<file path="src/rtl/ex_hazard_ctrl.sv">
// ============================================================================
// Module   : ex_hazard_ctrl
// Purpose  : Forwarding selects, load-use bubbles, branch flush, memory freeze
//            and event counters for a 5-stage MIPS execute stage.
// Revision : 1.0 - initial release
// ============================================================================
`default_nettype none

module ex_hazard_ctrl #(
  parameter int LOAD_STALLS = 1,
  parameter int MAX_WAIT    = 16,
  parameter int CNT_W       = 16
) (
  input  logic             clk,
  input  logic             rst_n,
  input  logic [4:0]       id_rs,
  input  logic [4:0]       id_rt,
  input  logic             id_uses_rs,
  input  logic             id_uses_rt,
  input  logic [4:0]       idex_rs,
  input  logic [4:0]       idex_rt,
  input  logic             idex_memread,
  input  logic [4:0]       idex_dst,
  input  logic             exmem_regwrite,
  input  logic [4:0]       exmem_dst,
  input  logic             memwb_regwrite,
  input  logic [4:0]       memwb_dst,
  input  logic             branch_taken,
  input  logic             dmem_busy,
  output logic [1:0]       fwd_a,
  output logic [1:0]       fwd_b,
  output logic             pc_write,
  output logic             ifid_write,
  output logic             ifid_flush,
  output logic             idex_bubble,
  output logic             exmem_flush,
  output logic             pipe_freeze,
  output logic [CNT_W-1:0] stall_cnt,
  output logic [CNT_W-1:0] flush_cnt,
  output logic             mem_timeout
);

  typedef enum logic [1:0] {
    RUN      = 2'd0,
    LU_STALL = 2'd1,
    MEM_WAIT = 2'd2
  } state_t;

  localparam logic [2:0] c_lu_init     = 3'(LOAD_STALLS - 1);
  localparam logic [7:0] c_max_wait    = 8'(MAX_WAIT);
  localparam logic [7:0] c_max_wait_m1 = 8'(MAX_WAIT - 1);

  state_t           r_state, r_ret;
  logic [2:0]       r_lu_cnt;
  logic [7:0]       r_wait_cnt;
  logic [CNT_W-1:0] r_stall_cnt, r_flush_cnt;
  logic             r_mem_timeout;

  state_t     w_state_n, w_ret_n, w_eval;
  logic [2:0] w_lu_n;
  logic [7:0] w_wait_n;
  logic       w_pc_write, w_ifid_write, w_ifid_flush, w_idex_bubble;
  logic       w_exmem_flush, w_pipe_freeze, w_timeout_set, w_lu_hz;
  logic [1:0] w_fwd_a, w_fwd_b;

  function automatic logic [1:0] fwd_sel(input logic [4:0] src);
    if (exmem_regwrite && exmem_dst != 5'd0 && exmem_dst == src)
      return 2'b10;
    else if (memwb_regwrite && memwb_dst != 5'd0 && memwb_dst == src)
      return 2'b01;
    else
      return 2'b00;
  endfunction

  assign w_fwd_a = fwd_sel(idex_rs);
  assign w_fwd_b = fwd_sel(idex_rt);
  assign w_lu_hz = idex_memread && idex_dst != 5'd0 &&
                   ((id_uses_rs && idex_dst == id_rs) || (id_uses_rt && idex_dst == id_rt));

  // Leaving MEM_WAIT replays the interrupted state in the same cycle.
  assign w_eval = (r_state == MEM_WAIT) ? r_ret : r_state;

  always_comb begin
    w_pc_write    = 1'b1;
    w_ifid_write  = 1'b1;
    w_ifid_flush  = 1'b0;
    w_idex_bubble = 1'b0;
    w_exmem_flush = 1'b0;
    w_pipe_freeze = 1'b0;
    w_timeout_set = 1'b0;
    w_state_n     = r_state;
    w_ret_n       = r_ret;
    w_lu_n        = r_lu_cnt;
    w_wait_n      = r_wait_cnt;
    if (dmem_busy) begin
      w_pc_write    = 1'b0;
      w_ifid_write  = 1'b0;
      w_pipe_freeze = 1'b1;
      if (r_state == MEM_WAIT) begin
        if (r_wait_cnt != c_max_wait) w_wait_n = r_wait_cnt + 8'd1;
        if (r_wait_cnt == c_max_wait_m1) w_timeout_set = 1'b1;
      end else begin
        w_ret_n   = r_state;
        w_wait_n  = 8'd1;
        w_state_n = MEM_WAIT;
      end
    end else begin
      w_wait_n  = 8'd0;
      w_state_n = w_eval;
      if (branch_taken) begin
        w_ifid_flush  = 1'b1;
        w_idex_bubble = 1'b1;
        w_exmem_flush = 1'b1;
        w_lu_n        = 3'd0;
        w_state_n     = RUN;
      end else if (w_eval == LU_STALL) begin
        w_pc_write    = 1'b0;
        w_ifid_write  = 1'b0;
        w_idex_bubble = 1'b1;
        w_lu_n        = r_lu_cnt - 3'd1;
        if (r_lu_cnt == 3'd1) w_state_n = RUN;
      end else if (w_lu_hz) begin
        w_pc_write    = 1'b0;
        w_ifid_write  = 1'b0;
        w_idex_bubble = 1'b1;
        if (LOAD_STALLS > 1) begin
          w_lu_n    = c_lu_init;
          w_state_n = LU_STALL;
        end
      end
    end
  end

  always_ff @(posedge clk or negedge rst_n) begin
    if (!rst_n) begin
      r_state       <= RUN;
      r_ret         <= RUN;
      r_lu_cnt      <= 3'd0;
      r_wait_cnt    <= 8'd0;
      r_stall_cnt   <= '0;
      r_flush_cnt   <= '0;
      r_mem_timeout <= 1'b0;
    end else begin
      r_state    <= w_state_n;
      r_ret      <= w_ret_n;
      r_lu_cnt   <= w_lu_n;
      r_wait_cnt <= w_wait_n;
      if (!w_pc_write && r_stall_cnt != '1) r_stall_cnt <= r_stall_cnt + 1'b1;
      if (w_exmem_flush && r_flush_cnt != '1) r_flush_cnt <= r_flush_cnt + 1'b1;
      if (w_timeout_set) r_mem_timeout <= 1'b1;
    end
  end

  // Control outputs are held inactive for the whole time reset is asserted.
  assign fwd_a       = rst_n ? w_fwd_a : 2'b00;
  assign fwd_b       = rst_n ? w_fwd_b : 2'b00;
  assign pc_write    = rst_n & w_pc_write;
  assign ifid_write  = rst_n & w_ifid_write;
  assign ifid_flush  = rst_n & w_ifid_flush;
  assign idex_bubble = rst_n & w_idex_bubble;
  assign exmem_flush = rst_n & w_exmem_flush;
  assign pipe_freeze = rst_n & w_pipe_freeze;
  assign stall_cnt   = r_stall_cnt;
  assign flush_cnt   = r_flush_cnt;
  assign mem_timeout = r_mem_timeout;

endmodule

`default_nettype wire

</file>
<file path="config.mk">
export PLATFORM = sky130hd
export DESIGN_NAME = ex_hazard_ctrl
export DESIGN_NICKNAME = d
export VERILOG_FILES = /design/src/rtl/ex_hazard_ctrl.sv
export SDC_FILE = /design/constraint.sdc
export NUM_CORES = 1
export LEC_CHECK = 0
export ABC_AREA = 1
export CAP_MARGIN = 20
export CORE_MARGIN = 1.5
export CORE_UTILIZATION = 51
export CTS_BUF_LIST = sky130_fd_sc_hd__clkbuf_8
export DETAILED_ROUTE_END_ITERATION = 10
export GPL_TIMING_DRIVEN = 0
export HOLD_SLACK_MARGIN = 0.08
export PLACE_DENSITY = 0.86
export SLEW_MARGIN = 20
export SYNTH_ARGS = -nofsm -noshare
export SYNTH_HDL_FRONTEND = slang
export SYNTH_SLANG_ARGS = --single-unit
</file>
<file path="constraint.sdc">
create_clock -name clk -period 2.4 [get_ports clk]
set_clock_uncertainty 0.15 [all_clocks]
set_input_delay 0.36 -clock clk [delete_from_list [all_inputs] [get_ports clk]]
set_output_delay 0.36 -clock clk [all_outputs]
set_load 0.01 [all_outputs]
</file>
==> flow_metrics.tcl <==
set metrics [dict create \
    gp_congestion 0.895 \
    max_cap_viol_count 0 \
    syn_area_um2 3280 \
    hold_ws_ns 0.241 \
    via_count 3345 \
    fill_cells 520 \
    layout_commonest_cell "nand2_1" \
    synth_simple_gate_area_share 0.349 \
    path_cells "clkdlybuf4s50_1 -> inv_1 -> nand2_1 -> nand2_1 -> nor2_2 -> nand3_1 -> nand2_1 -> nand2_2 -> nand2_2 -> a21oi_2 -> buf_4 -> buf_4" \
    yosys.area_share.adder 0.0229 \
    synth-seq-cells 48 \
    cp_max_fo 3 \
    ios 87 \
    critPathMostFrequentCell "nand2_1" \
    viasPerCell 5.33 \
    ctsLongestPathBuffers 2 \
    muxShareOfSynthArea 0 \
    fin_area_um2 4410 \
    grt_pass1_wl_um 14100 \
    wire_per_inst_um 13.5 \
    critical_path_class "in2out" \
    synth_compound_area_frac 0.0686 \
    synth_cell_types 34 \
    p_leak_uw 0.00215 \
    slew_headroom 0.434 \
    synthFlopType "dfrtp_1" \
    power_density_nw_per_um2 535 \
    setup_viol_count_final 0 \
    root_buffer "clkbuf_8" \
    required_ns 1.89 \
    critPathLaunchType "input port" \
    cp-end-kind "output port" \
    fin_util 0.703 \
    yosysTopAreaCellShare 0.366 \
    final_cell_mix "nand2_1, inv_1, clkdlybuf4s50_1, dfrtp_1, nor2_1" \
    finalCritPeriodShare 0.975 \
    preCtsSetupSlack_ns -0.679 \
    hold_viol 0 \
    ys_warn_count 0 \
    grt_pass1_vias 3214 \
    vdd_ir_drop_max_uv 508 \
    netlist_top_cells_area "dfrtp_1, nand2_1, inv_1, nand4_1, xor2_1" \
    antennaDiodeCount 0 \
    p_total_uw 2360 \
    critPathMaxStageDelay_ns 0.48 \
    async_reset_ff_frac 1.00 \
    grt_use_total 0.245 \
    cts.sinks 48 \
    cts_tree "built" \
    antenna_left 0 \
    rows 29 \
    dp_hpwl_um 6370 \
    wirelength_um 8460 \
    die-area_um2 6930 \
    layout_min_cycle_time_ns 2.34 \
    ys_seq_area_frac 0.366 \
    io_buffers 85 \
    clk_pin_slew_ns 0.10 \
    hold_path_class "in2reg" \
    insertion_delay_ns 0.31 \
    syn_nets 503 \
    synth_top_cell_by_area "dfrtp_1" \
    first_iter_violations 203 \
    first_pass_iters 5 \
    cp.arrival_ns 1.83 \
    die_h_um 83.3 \
    worst_pin_slew_ns 0.846 \
    grt_use_met1 0.304 \
    cts_made_buffers 5 \
    finalNetCount 600 \
    timing.final.ws_setup_ns 0.0599 \
    drc_errors 0 \
    status "complete, no violations" \
    grt-ovfl-total 0 \
    top_usage_layer "met2" \
    initial_core_util 0.523 \
    synth.avg_cell_area_um2 7.25 \
    synth_edf_count 0 \
    timing.final.max_slew_violations 0 \
    antenna_found_initial 0 \
    worst_path_max_delay_cell "clkdlybuf4s50_1" \
    die_w_um 83.3 \
    grt_max_degree 31 \
    drive_gt1_frac 0.0835 \
    area_growth_pct 34.4 \
    htree_levels 2 \
    synthCells 453 \
    grt_use_met3 0.0388 \
    synth_top_family_by_area "simple AND/OR/NAND/NOR gates" \
    postPlaceCellArea_um2 4250 \
    synthXorXnorAreaFrac 0.0933 \
    core_area_um2 6280 \
    fmax_mhz 427 \
    grt_use_met2 0.438 \
]
## final cells by class
| class | instances | area [µm²] | area share |
|---|---|---|---|
| multi-input combinational | 328 | 1790 | 0.405 |
| sequential | 48 | 1200 | 0.272 |
| timing repair buffer | 92 | 921 | 0.209 |
| inverter | 67 | 251 | 0.0570 |
| tap | 77 | 96.3 | 0.0218 |
| clock buffer | 6 | 82.6 | 0.0187 |
| buffer | 8 | 58.8 | 0.0133 |
| clock inverter | 2 | 13.8 | 0.00312 |
## report_power, final
part	total (µW)	switching [µW]	internal, µW
sequential	1050	134	913
combinational	781	390	391
clock	534	297	236
## critical path, delay by kind of cell
kind | cells | cell delay [ns]
AO/OA/AOI/OAI | 1 | 0.07
AND/OR/NAND/NOR | 7 | 0.60
buffers and inverters | 4 | 0.81
## registers in the layout, summed over array words and instances, names as in the netlist
| name | cells |
|---|---|
| r_state | 2 |
| stall_cnt | 16 |
| flush_cnt | 16 |
| mem_timeout | 1 |
| r_lu_cnt | 3 |
| r_ret | 2 |
| r_wait_cnt | 8 |
## what timing repair did
item / 4_1_cts / 5_1_grt
gates resized for setup: 30 / 14
endpoints found under the hold margin: 48 / 0
endpoints found under the setup margin: 9 / 6
hold buffers: 3 / 0
cloned: 0 / 0
pin swaps: 2 / 7
buffers inserted: 1 / 2
## synth_stat cells (4+ instances only)
library cell	n
nand3_1	23
o21ai_0	18
nor3_1	14
nor2_1	41
nand4_1	29
inv_2	4
ha_1	6
nand2_1	126
xor2_1	20
a21oi_1	11
buf_6	4
xnor2_1	15
dfrtp_1	48
inv_1	63
## kinds of logic after synthesis
| family | after synthesis |
|---|---|
| AOI/OAI and AO/OA | 39 |
| xor gates and xnor gates | 35 |
| adders and majority gates | 6 |
| buffers and inverters | 77 |
| DFF | 48 |
| and+or+nand+nor | 248 |
## per-stage QoR
stage,std cells,TNS (ns)
floorplan,453,0
global placement,615,-49.82
detailed placement,616,-3.57
CTS,627,0
global route,628,-0.00807
finish,628,0
## per-layer routing
| metal | vias up | routed length [µm] |
|---|---|---|
| met5 | - | 0 |
| met4 | 0 | 106 |
| met3 | 13 | 467 |
| met2 | 109 | 4420 |
| met1 | 1571 | 3460 |
| li1 | 1652 | - |
## path summary, 6_finish.rpt
check / slack, ns / end / startpoint / cells past startpoint
worst max-delay path: 0.06 / pc_write / id_rs[0] / 12
worst min-delay path: 0.24 / r_ret[0] / dmem_busy / 2
worst max register to register: 0.53 / flush_cnt[11] / flush_cnt[0] / 9
worst min register to register: 0.33 / mem_timeout / mem_timeout / 1
max in group asynchronous: 1.01 / flush_cnt[5] / rst_n / 2
min in group asynchronous: 0.55 / stall_cnt[10] / rst_n / 4
(Power assumes the default switching activity.)
